===== src/rtl/instr_fetch_unit_pkg.sv =====
// Shared definitions for the instruction fetch unit: opcode values, the opcode
// field position, and the fetch FSM state encoding.
package instr_fetch_unit_pkg;

    localparam int INSTR_W = 16;
    localparam int OPC_HI  = 15;
    localparam int OPC_LO  = 13;

    localparam logic [2:0] OPC_MV  = 3'b000;
    localparam logic [2:0] OPC_MVI = 3'b001;
    localparam logic [2:0] OPC_ADD = 3'b010;
    localparam logic [2:0] OPC_SUB = 3'b011;

    typedef enum logic [2:0] {
        S_IDLE   = 3'd0,
        S_RD_OP  = 3'd1,
        S_WT_OP  = 3'd2,
        S_RD_IMM = 3'd3,
        S_WT_IMM = 3'd4,
        S_ISSUE  = 3'd5,
        S_EXEC   = 3'd6
    } fetch_state_t;

    function automatic logic [2:0] opcode_of(input logic [INSTR_W-1:0] word);
        return word[OPC_HI:OPC_LO];
    endfunction

endpackage


===== src/rtl/instr_fetch_unit_pc_counter.sv =====
// Program counter: load has priority over increment; wraps modulo 2**ADDR_W.
module instr_fetch_unit_pc_counter #(
    parameter int ADDR_W   = 8,
    parameter int RESET_PC = 0
) (
    input  logic              clk,
    input  logic              rst,
    input  logic              inc,
    input  logic              load,
    input  logic [ADDR_W-1:0] load_val,
    output logic [ADDR_W-1:0] pc
);

    always_ff @(posedge clk or negedge rst) begin
        if (!rst) begin
            pc <= ADDR_W'(RESET_PC);
        end else if (load) begin
            pc <= load_val;
        end else if (inc) begin
            pc <= pc + ADDR_W'(1);
        end
    end

endmodule


===== src/rtl/instr_fetch_unit.sv =====
// Instruction fetch unit: reads opcode (and mvi immediate) words from a
// synchronous ROM, issues them to the control unit and waits for done.
module instr_fetch_unit
    import instr_fetch_unit_pkg::*;
#(
    parameter int         ADDR_W   = 8,
    parameter logic [2:0] OP_MVI   = OPC_MVI,
    parameter int         RESET_PC = 0
) (
    input  logic               clk,
    input  logic               rst,
    input  logic               run,
    output logic [ADDR_W-1:0]  mem_addr,
    output logic               mem_rd,
    input  logic [15:0]        mem_data,
    output logic [15:0]        instr,
    output logic [15:0]        imm,
    output logic               new_instr,
    input  logic               done,
    input  logic               pc_load,
    input  logic [ADDR_W-1:0]  pc_load_val,
    output logic [ADDR_W-1:0]  pc
);

    fetch_state_t state, state_nxt;
    logic         pc_inc;
    logic         pc_ld;
    logic         op_cap;
    logic         imm_cap;
    logic         imm_clr;

    instr_fetch_unit_pc_counter #(
        .ADDR_W   (ADDR_W),
        .RESET_PC (RESET_PC)
    ) u_pc (
        .clk      (clk),
        .rst      (rst),
        .inc      (pc_inc),
        .load     (pc_ld),
        .load_val (pc_load_val),
        .pc       (pc)
    );

    assign mem_addr = pc;

    always_comb begin
        state_nxt = state;
        mem_rd    = 1'b0;
        new_instr = 1'b0;
        pc_inc    = 1'b0;
        pc_ld     = 1'b0;
        op_cap    = 1'b0;
        imm_cap   = 1'b0;
        imm_clr   = 1'b0;
        case (state)
            S_IDLE: begin
                if (run) state_nxt = S_RD_OP;
            end
            S_RD_OP: begin
                mem_rd    = 1'b1;
                pc_inc    = 1'b1;
                state_nxt = S_WT_OP;
            end
            S_WT_OP: begin
                op_cap = 1'b1;
                if (opcode_of(mem_data) == OP_MVI) begin
                    state_nxt = S_RD_IMM;
                end else begin
                    imm_clr   = 1'b1;
                    state_nxt = S_ISSUE;
                end
            end
            S_RD_IMM: begin
                mem_rd    = 1'b1;
                pc_inc    = 1'b1;
                state_nxt = S_WT_IMM;
            end
            S_WT_IMM: begin
                imm_cap   = 1'b1;
                state_nxt = S_ISSUE;
            end
            S_ISSUE: begin
                new_instr = 1'b1;
                state_nxt = S_EXEC;
            end
            S_EXEC: begin
                // Branch target only accepted together with completion of the instruction
                if (done) begin
                    pc_ld     = pc_load;
                    state_nxt = S_IDLE;
                end
            end
            default: state_nxt = S_IDLE;
        endcase
    end

    always_ff @(posedge clk or negedge rst) begin
        if (!rst) begin
            state <= S_IDLE;
            instr <= '0;
            imm   <= '0;
        end else begin
            state <= state_nxt;
            if (op_cap)  instr <= mem_data;
            if (imm_cap) imm   <= mem_data;
            else if (imm_clr) imm <= '0;
        end
    end

endmodule


===== config.mk =====
export PLATFORM = sky130hd
export DESIGN_NAME = instr_fetch_unit
export DESIGN_NICKNAME = d
export VERILOG_FILES = /design/src/rtl/instr_fetch_unit_pkg.sv /design/src/rtl/instr_fetch_unit_pc_counter.sv /design/src/rtl/instr_fetch_unit.sv
export SDC_FILE = /design/constraint.sdc
export NUM_CORES = 1
export LEC_CHECK = 0
export BUFFER_PORTS_ARGS = -buffer_cell sky130_fd_sc_hd__buf_2
export CORE_ASPECT_RATIO = 0.5
export CORE_MARGIN = 4
export CORE_UTILIZATION = 40
export DETAILED_ROUTE_END_ITERATION = 7
export GPL_ROUTABILITY_DRIVEN = 0
export PLACE_DENSITY_LB_ADDON = 0.05
export SLEW_MARGIN = 15
export SYNTH_ARGS = -nofsm -noshare
export SYNTH_HDL_FRONTEND = slang
export SYNTH_SLANG_ARGS = --single-unit

===== constraint.sdc =====
create_clock -name clk -period 1.4 [get_ports clk]
set_input_delay 0.14 -clock clk [delete_from_list [all_inputs] [get_ports clk]]
set_output_delay 0.14 -clock clk [all_outputs]
set_load 0.1 [all_outputs]

# == Yosys cells after proc, flatten, opt, wreduce, memory -nomap -nowiden ==
# Cells that the tools add are included.
# word_totals
register_bits,43
inputBits,29
word_cells,35
out_inout_bits,50
# op_classes
eq_ne,9
addsub,1
n_reduce_logical,5
n_mux,16
# op_table
cell,n
two-way mux 16 bit,2
case mux 3 bit (7 select lines),1
two-way mux 8 bit,2
equality test 3 bit (second input constant),3
two-way mux 3 bit,3
adder 8 x 1 -> 8 bit (second input constant),1
two-way mux 1 bit,8
equality test 3 x 1 -> 1 bit (second input constant),2
equality test 3 x 2 -> 1 bit (second input constant),2
!= test 2 bit (second input constant),2
nonzero test 2 bit,2
zero test 3 bit,1
AND reduction 2 bit,1
OR reduction 2 bit,1

# == Depth between registers and ports, before layout ==
# logic_depth
word_depth,5
ltp_mapped,7
mapped_depth_nobuf,5

# == Hierarchy ==
# Synthesis repeated with hierarchy kept, for this count alone.
# unflattened
cells_unflattened,182
area_unflattened_um2,2004.4
# by_module_without_submodules
mod,seq_area_each_um2,area_per_inst_um2,instances,cells_per_inst
instr_fetch_unit,875.8,1554.0,1,133
instr_fetch_unit_pc_counter,200.2,450.4,1,49

# == Worst setup path before layout ==
# Ideal clock, no wire load.
# synth_timing
path_kind,reg-to-reg
start,register state[0]
end,register u_pc.pc[4]
synth_period_minus_slack_ns,2.677
setup_time_ns,0.074
path_buffers,1
path_stages_with_launch,6
slack_ns,-1.277
required_time_ns,1.326
t_arrival_ns,2.603
cell_sequence,dfrtp_1 buf_2 nor2b_1 nand4_1 xor2_1 a21oi_2
# synth_via
elab_chain_cells,4
word_cells_on_any_way,8
classes_between,eq/ne: 3; mux: 3; reduce/logical: 2
# synth_lines
element,line_no,text
start: declaration,instr_fetch_unit.sv:25,"fetch_state_t state, state_nxt;"
start signal: assignment,instr_fetch_unit.sv:103,state <= state_nxt;
equality test 3 x 2 -> 1 bit / equality test 3 x 1 -> 1 bit (equally long branches),-,
OR reduction 2 bit (no line) (*),-,
two-way mux 1 bit (*),-,
named net mem_rd,instr_fetch_unit.sv:14,"output logic mem_rd,"
nonzero test 2 bit (no line) (*),-,
end signal: assignment,instr_fetch_unit_pc_counter.sv:16,pc <= ADDR_W'(RESET_PC);
end signal: assignment,instr_fetch_unit_pc_counter.sv:18,pc <= load_val;
end signal: assignment,instr_fetch_unit_pc_counter.sv:20,pc <= pc + ADDR_W'(1);
end: declaration,instr_fetch_unit_pc_counter.sv:11,output logic [ADDR_W-1:0] pc
# The timed path passes the listed nets; every way through them passes the cells marked *.
# A chain may end at the register's enable or synchronous reset.

# == Worst setup path in the final report ==
# layout_timing
start,register state[2]
end,register u_pc.pc[7]
# layout_via
elab_chain_cells,4
word_cells_on_any_way,8
classes_between,eq/ne: 3; mux: 3; reduce/logical: 2
# layout_lines
element,line_no,text
equality test 3 x 2 -> 1 bit / equality test 3 x 1 -> 1 bit (equally long branches),instr_fetch_unit.sv:55,case (state)
OR reduction 2 bit (no line),-,
two-way mux 1 bit,instr_fetch_unit.sv:55,
nonzero test 2 bit (no line),-,
# Parallel ways exist; a longest one is shown, timed or not.

==> flow_summary_export.csv <==
group,metric,value,unit
final_layout,nFillCells,373,
detailed_routing,detail_route.wl_per_cell,14.45,microns
timing,finalCritPeriodShare,101.8,%
setup_path,worstPathRequired,1.58,ns
global_route,grt_pass1_vias,1436,
global_route,grt_first_pass_wirelength,7.265,mm
setup_path,critPathArrivalTime,1.61,ns
setup_path,startpoint,"state[2]",
detailed_routing,detailroute.via_count,1441,
setup_path,r2r_cells,4,
clock_tree,cts_tree,"yes",
final_layout,drive_above_1_share,66.53,%
detailed_routing,vias_per_cell,4.725,
setup_path,startpoint_type,"flop",
min_path,min_path_type,"in -> reg",
logic_synthesis,syn_inst,146,
global_route,antenna_found_initial,0,
run_status,outcome,"finished, violations left",
logic_synthesis,synth_cell_type_count,30,
job,drv_cap,0,
logic_synthesis,synth_area_leaders,"dfrtp_1 (57%), mux2_2 (8.9%), a22o_1 (7.4%), a21oi_2 (3.7%), buf_4 (3.6%)",
die,pin_count,79,
place,dpl_cell_area,2506,sq um
timing,skew,0.002917,ns
setup_path,r2r_slack,-0.03,ns
run_status,violations,"negative setup slack",
detailed_routing,drc,0,
clock_tree,numCtsBuffers,5,
detailed_routing,dr.pass1.iters,4,
die,core_area,4488,sq um
die,die_w,105.3,microns
timing,worst_pin_slew,0.4926,ns
place,port_buffers,78,
final_layout,multi_input_area,820.8,sq um
global_route,gr-total-overflow,0,
setup_path,r2r_start,"state[2]",
logic_synthesis,avgSynthCellArea,12.97,sq um
die,die_y,56.65,microns
clock_tree,clock_sinks,43,
global_route,grt_max_degree,19,
timing,slew_headroom,67.39,%
setup_path,rr_endpoint,"u_pc.pc[7]",
detailed_routing,drtIter0Drc,32,
timing,finalMaxSlewViolations,0,
setup_path,critPathKind,"reg -> reg",
setup_path,critPathCaptureType,"flop",
clock_tree,insertion_delay,0.29,ns
logic_synthesis,synth_warnings,0,
timing,finalCriticalPeriod,1.426,ns
logic_synthesis,synth-seq-area-share,56.84,%
final_layout,fin_nets,268,
setup_path,crit_path_end,"u_pc.pc[7]",
clock_tree,ctsRootBufferMaster,"clkbuf_8",
logic_synthesis,synth_top_area_cell,"dfrtp_1",
place,hpwl,3.085,mm
clock_tree,clockBufferDepth,2,
setup_path,path_max_fanout,4,
timing,finalHoldViolCount,0,
logic_synthesis,netlist_area,1893,sq um
logic_synthesis,synth.top_cell.area_share,56.84,%
final_layout,antenna_cells,0,
detailed_routing,routed_wl,4.408,mm
detailed_routing,ant_nets,0,
logic_synthesis,synth-seq-cells,43,
timing,fmax,701.4,MHz
final_layout,seqCellArea,1100,sq um
min_path,whs_path_depth,2,
global_route,grt_usage,15.19,%
place,place_ws,-0.02460,ns
die,initial_core_util,42.18,%
final_layout,final_area,2796,sq um
final_layout,synthToLayoutAreaGrowth,47.72,%
clock_tree,htree_levels,2,
die,std_cell_rows,17,
die,die_area,5964,sq um
timing,report.final.setup_viol,1,
timing,setup_slack,-0.02563,ns
logic_synthesis,syn_nets,176,
timing,rsz0062_at_grt,"yes",
clock_tree,clkSlewWorstSetupHoldPaths,0.09,ns
==> how the worst min path moves through the flow <==
| stage | start | endpoint |
|---|---|---|
| global route | mem_data[7] | imm[7] |
| floorplan | rst | imm[0] |
| CTS | pc_load_val[3] | u_pc.pc[3] |
| global placement | rst | u_pc.pc[0] |
| finish | mem_data[1] | imm[1] |
| detailed placement | rst | u_pc.pc[0] |
==> final cells by class <==
class                      count  area share (%)
inverter                       2          0.2685
clock inverter                 2           1.387
sequential                    43           39.33
tap                           66           2.953
clock buffer                   6           2.953
multi-input combinational     85           29.35
timing repair buffer         101           23.76
==> synth_stat cells <==
cell type	n
xor2_1	5
nor2_1	8
buf_4	9
nand2_1	3
nand3b_1	1
nor2b_1	1
dfrtp_1	43
nor2_2	3
nand4_1	3
or3b_1	2
buf_2	5
ha_1	1
nor3_2	1
mux2_1	2
buf_6	2
xnor2_1	2
nand2b_4	1
nand2b_1	2
nor3_1	1
a21oi_2	8
o21ai_0	4
inv_1	2
mux2_2	15
a22o_1	16
nand3_1	1
a211oi_1	1
mux2i_1	1
and4b_1	1
a21o_2	1
or3_1	1
==> registers in the layout (all words and copies together), names as in the netlist <==
register	count
instr	16
imm	16
state	3
u_pc.pc	8
==> worst max-delay path, cell delays in order (launching register included) <==
cell and delay [ns]:
dfrtp_1 0.42, and4b_1 0.29, or3b_4 0.38, xor2_1 0.17
a21oi_2 0.07
==> cell usage in the layout (no fill, tap or decap), drive strengths merged, types with 2 or more instances in the layout <==
master / count
o21ai: 4
nand2b: 3
nand4: 3
a22o: 16
buf: 99
mux2: 17
clkbuf: 7
a21oi: 8
nor2: 11
nand2: 3
inv: 3
xor2: 5
dfrtp: 43
xnor2: 2
or3b: 2
nor3: 2
==> metrics by stage <==
stage	hold slack [ns]	utilization (%)	setup TNS (ns)	cells
finish	0.08127	62.31	-0.02563	305
global route	0.06947	62.31	-0.3490	305
CTS	0.07154	60.30	-0.05005	303
detailed placement	0.08865	55.84	-0.05896	290
global placement	0.1002	55.84	0	290
floorplan	-0.1556	-	-1.043	146
==> per-layer routing <==
layer  global-route usage, %  wire length (microns)  share of wire, %
met1                   21.89                   2135                48
met2                   22.74                   1906                43
met3                   4.592                    331               7.5
met4                   2.804                     34              0.77
met5                       0                      0                 0
==> logic make-up (layout without fill, tap and decap cells) <==
group	Yosys count	count (layout)	share of synthesized area, %
flops	43	43	56.84
compound gates	30	30	13.02
simple gates	29	29	9.121
mux	18	18	10.64
buf+inv	18	111	6.477
xor+xnor	7	7	3.239
fa+ha+maj	1	1	0.6608
==> repair_timing <==
action	4_1_cts	5_1_grt
pin swaps	1	2
setup buffers	5	1
hold buffers	1	0
cloned	0	1
endpoints found under the hold margin	15	0
endpoints found under the setup margin	16	26
resized for setup	13	14
Power is not shown: default switching activity piles up to over one toggle a cycle in this logic, so the estimate is an artifact.
